<file path="src/rtl/ripple_carry_16bit.sv">
// Registered ripple-carry adder: {c_out, s} = a + b + c_in, with signed overflow.
// One full-adder cell per bit; the carry chain runs from bit 0 to bit WIDTH-1.
module ripple_carry_16bit #(
  parameter int WIDTH = 16
) (
  input  logic             clk,
  input  logic             rst_n,
  input  logic [WIDTH-1:0] a,
  input  logic [WIDTH-1:0] b,
  input  logic             c_in,
  input  logic             in_valid,
  output logic [WIDTH-1:0] s,
  output logic             c_out,
  output logic             ovf,
  output logic             out_valid
);

  logic [WIDTH:0]   c;
  logic [WIDTH-1:0] p;
  logic [WIDTH-1:0] g;
  logic [WIDTH-1:0] sum;
  logic             ovf_next;

  assign c[0] = c_in;

  for (genvar i = 0; i < WIDTH; i++) begin : g_fa
    assign p[i]   = a[i] ^ b[i];
    assign g[i]   = a[i] & b[i];
    assign sum[i] = p[i] ^ c[i];
    assign c[i+1] = g[i] | (p[i] & c[i]);
  end

  // Carries into and out of the sign bit disagree only on signed overflow.
  assign ovf_next = c[WIDTH] ^ c[WIDTH-1];

  always_ff @(posedge clk or negedge rst_n) begin
    if (!rst_n) begin
      s         <= '0;
      c_out     <= 1'b0;
      ovf       <= 1'b0;
      out_valid <= 1'b0;
    end else begin
      out_valid <= in_valid;
      if (in_valid) begin
        s     <= sum;
        c_out <= c[WIDTH];
        ovf   <= ovf_next;
      end
    end
  end

endmodule

</file>
<file path="config.mk">
export PLATFORM = sky130hd
export DESIGN_NAME = ripple_carry_16bit
export DESIGN_NICKNAME = d
export VERILOG_FILES = /design/src/rtl/ripple_carry_16bit.sv
export SDC_FILE = /design/constraint.sdc
export NUM_CORES = 1
export LEC_CHECK = 0
export CAP_MARGIN = 5
export CORE_MARGIN = 2
export CORE_UTILIZATION = 43
export CTS_CLUSTER_DIAMETER = 100
export CTS_CLUSTER_SIZE = 16
export DETAILED_ROUTE_END_ITERATION = 6
export GPL_ROUTABILITY_DRIVEN = 0
export GPL_TIMING_DRIVEN = 0
export PLACE_DENSITY = 0.85
export SLEW_MARGIN = 20
export SYNTH_ARGS = -nofsm -noshare
export SYNTH_HDL_FRONTEND = slang
export SYNTH_SLANG_ARGS = --single-unit
export TNS_END_PERCENT = 100
</file>
<file path="constraint.sdc">
create_clock -name clk -period 2.51 [get_ports clk]
set_clock_uncertainty 0.2 [all_clocks]
set_input_delay 0.502 -clock clk [delete_from_list [all_inputs] [get_ports clk]]
set_output_delay 0.502 -clock clk [all_outputs]
set_load 0.05 [all_outputs]
</file>
# Word-level counts from Yosys, hierarchy flattened
# Cells that the tools add are included.
totals:
  elab_cells: 85
  inputBits: 36
  register_bits: 19
classes:
  n_bitwise: 81
op_table:
  columns: ["operator", "count"]
  rows:
  - ["1-bit XOR", 33]
  - ["1-bit bitwise AND", 32]
  - ["1-bit OR", 16]

# Longest topological paths before layout
depth:
  ltp_word: 34
  mapped_depth: 21

# Worst setup path before layout
# OpenSTA, ideal clock, no wires.
synth_timing:
  kind: "input to register"
  start: "input a[0]"
  end: "register ovf"
  arrival_time_ps: 6659
  slack_ps: -4474
  path_stages: 21
  setup_time_ps: 125
  cell_sequence: "inv_1 fa_1 inv_1 fa_1 fa_1 fa_1 fa_1 fa_1 fa_1 fa_1 fa_1 fa_1 fa_1 fa_1 fa_1 fa_1 fa_1 inv_1 fa_1 xnor2_1 mux2_2"
synth_between:
  elab_chain_cells: 34
  word_cells_on_any_way: 35
  cone_classes: "bitwise: 35"
synth_lines:
  columns: ["element", "line_no", "rtl"]
  rows:
  - ["start: declaration", "8", "input logic [WIDTH-1:0] a,"]
  - ["1-bit XOR", "27", "assign p[i] = a[i] ^ b[i];"]
  - ["1-bit bitwise AND", "30", "assign c[i+1] = g[i] | (p[i] & c[i]);"]
  - ["1-bit OR *", "30", null]
  - ["1-bit bitwise AND *", "30", null]
  - ["1-bit OR *", "30", null]
  - ["1-bit bitwise AND *", "30", null]
  - ["1-bit OR *", "30", null]
  - ["1-bit bitwise AND *", "30", null]
  - ["[18 not listed]", null, null]
  - ["1-bit OR *", "30", null]
  - ["1-bit bitwise AND *", "30", null]
  - ["1-bit OR *", "30", null]
  - ["1-bit bitwise AND *", "30", null]
  - ["1-bit OR *", "30", null]
  - ["1-bit bitwise AND", "30", null]
  - ["1-bit OR", "30", null]
  - ["1-bit XOR *", "34", "assign ovf_next = c[WIDTH] ^ c[WIDTH-1];"]
  - ["end signal: assignment", "47", "ovf <= ovf_next;"]
  - ["end: declaration", "14", "output logic ovf,"]
# Mark *: on every way between the ends. The rest lies on a longest branch, timed or not.
# A chain may end at the register's enable or synchronous reset.

# Final worst setup path
# Same ends and word-level chain as after synthesis.

==> flow_summary.toml <==
[outcome]
status = "finished, violations left"
violations = "setup timing"

[drt]
drt-pass1-iter-count = 2
drc = 0
route.final.wire_length_um = 2330
vias_per_cell = 4.69
wl_per_cell_um = 14.9
ant_nets = 0
drtIter0Drc = 2
via_count = 732

[sta]
setup_slack_ps = -3830
setup_viol = 14
timing.final.crit_share_pct = 253
clock.fmax_mhz = 158
tightest_slew_ps = 880
slew_violations = 0
period_needed_ps = 6340
rsz0062_at_grt = "true"
hold-worst-slack_ps = 324
max_slew_margin_pct = 41.2
hold_viol = 0

[critical_path]
start_kind = "input pin"
reg2reg_depth = 1
cp.required_ps = 2500
cp-end-kind = "flip-flop"
crit_family = "adder cells"
critPathKind = "input pin to flip-flop"
crit_chain = "buf_8 -> inv_12 -> fa_2 -> inv_2 -> fa_2 -> fa_2 -> fa_2 -> fa_2 -> fa_2 -> fa_2 -> fa_2 -> fa_2 -> fa_2 -> fa_2 -> fa_2 -> fa_2 -> fa_2 -> fa_2 -> inv_2 -> fa_2 -> xnor2_1 -> mux2_4"
r2r_end = "s[11]"
crit_top_cell = "fa_2"
path_max_fanout = 2
path_buf_inv = 4
rr_startpoint = "s[11]"
cpPeakStageDelay_ps = 360
crit_arrival_ps = 6340
r2r_setup_slack_ps = 1540
crit_slowest_cell = "fa_2"

[clocking]
path_clk_slew_ps = 120
root_buffer = "clkbuf_4"
hold_buffers = 0
insertion_delay_ps = 290
cts.sinks = 19
htree_levels = 1
cts_tree = "yes"
clockBufferDepth = 2
cts_buffers = 3

[worst_hold_path]
holdPathStages = 1
hp-start = "s[12]"
min_to = "s[12]"
hold_class = "flip-flop to flip-flop"

[synth]
synthCells = 66
syn_nets = 118
ys.flop_type = "dfrtp_1"
synth_adder_area_share_pct = 29.2
synth-compound-area-share_pct = 0
synthTopCellsByCount = "dfrtp_1 (19), fa_1 (16), inv_1 (10)"
synthMuxAreaShare_pct = 20.5
ys_seq_area_share_pct = 43.3
ys_warn_count = 0
synth-edff-count = 0
synth_top_cell_area_share_pct = 43.3
syn_area_um2 = 1100
yosys.area.top_type = "dfrtp_1"
syn_area_per_cell_um2 = 16.6
synthSimpleGateAreaFrac_pct = 0
yosys.cell_types.count = 9
synthArstFlopShare_pct = 100
synth_top_family_by_area = "adder cells"
synth.area.top_cells = "dfrtp_1 (43%), fa_1 (29%), mux2_4 (9.6%)"
synth-xor-area-share_pct = 0.797
yosysMostFrequentCell = "dfrtp_1"
ys_ff_latch = 19

[die]
die-height_um = 54.5
rows = 18
start_util_pct = 44.8
die_w_um = 54.5
core_um2 = 2450
dieArea_um2 = 2980
ios = 55

[layout]
design.final.nets = 179
diodes = 0
drive_gt1_share_pct = 36.5
syn2layout_area_growth_pct = 63.9
instances_no_fill = 156

[power_and_ir_drop]
clkPwrFrac_pct = 12.9
p_sw_share_pct = 41.3
leakage_nw = 0.772
p_per_area_nw_per_um2 = 695
switchingPower_mw = 0.517
power_frac_comb_pct = 54.0
p_seq_share_pct = 33.1
internal_power_mw = 0.735
max-vdd-ir-drop_mv = 0.438

[placement]
dp_cells = 150
dp_hpwl_um = 1930
port-buffer-count = 54
place_ws_ps = -4680

[global_routing]
grt_pass1_wl_um = 3780
antenna_found_initial = 0
grt_pass1_vias = 864
track_usage_pct = 18.7
grt-ovfl-total = 0
grt_max_degree = 20

[job]
drv_cap = 0
-- flip-flops by register name, summed over array words and instances (netlist names) --
register	cells
s	16
c_out	1
out_valid	1
ovf	1
-- routing by layer --
layer / vias to the layer above / GRT usage [%] / routed length [um]
li1: 325 / - / -
met1: 371 / 20.6 / 857
met2: 34 / 34.7 / 1260
met3: 2 / 4.37 / 199
met4: 0 / 6.25 / 10
met5: - / 0 / 0
-- cells by family after synthesis --
| logic type | count (synthesis) |
|---|---|
| xor+xnor | 1 |
| fa+ha+maj | 16 |
| buf+inv | 12 |
| flops | 19 |
| mux | 18 |
-- through the flow --
stage,area (um^2),power (mW),utilization [%],TNS (ps)
3_3_place_gp,1730,1.06,70.6,-42960
3_5_place_dp,1730,1.08,70.6,-43910
2_1_floorplan,1160,0.814,-,-32400
5_1_grt,1800,1.32,73.3,-32190
4_1_cts,1780,1.25,72.6,-31450
6_report,1800,1.25,73.3,-31290
-- placed cells by master, fill, tap and decap left out, types with 2 or more instances in the layout --
cell              n
dfrtp_1          19
fa_2             16
mux2_4           13
mux2i_1           3
inv_1             5
buf_6             3
inv_2             3
mux2_2            2
clkbuf_4          3
clkdlybuf4s50_1  49
dlygate4sd2_1     2
-- worst max-delay path by stage --
stage	slack, ps	start	to	cells after the start
after floorplan	-3880	a[0]	ovf	21
after global placement	-4610	a[0]	ovf	22
after detailed placement	-4680	a[0]	s[15]	21
after CTS	-3870	a[0]	s[15]	21
after global routing	-3960	a[0]	s[15]	21
final	-3830	a[0]	ovf	22
-- final cells by class --
class	count	area, um^2
timing repair buffer	56	558
tap	30	37.5
sequential	19	475
clock buffer	4	26.3
buffer	2	31.3
fill	169	654
inverter	10	55.1
multi-input combinational	35	617
-- power groups by stage --
stage / combinational (mW) / clock (mW) / sequential (mW)
final: 0.675 / 0.162 / 0.414
after global routing: 0.714 / 0.183 / 0.420
after CTS: 0.673 / 0.164 / 0.414
after detailed placement: 0.657 / 0 / 0.419
after global placement: 0.644 / 0 / 0.414
after floorplan: 0.147 / 0 / 0.668
-- what timing repair did --
action / CTS / global route
gates resized for setup: 23 / 3
endpoints found under the setup margin: 16 / 14
pin swaps: 1 / 0
setup buffers: 1 / 2
No activity file was read; power rests on OpenSTA's default activity.
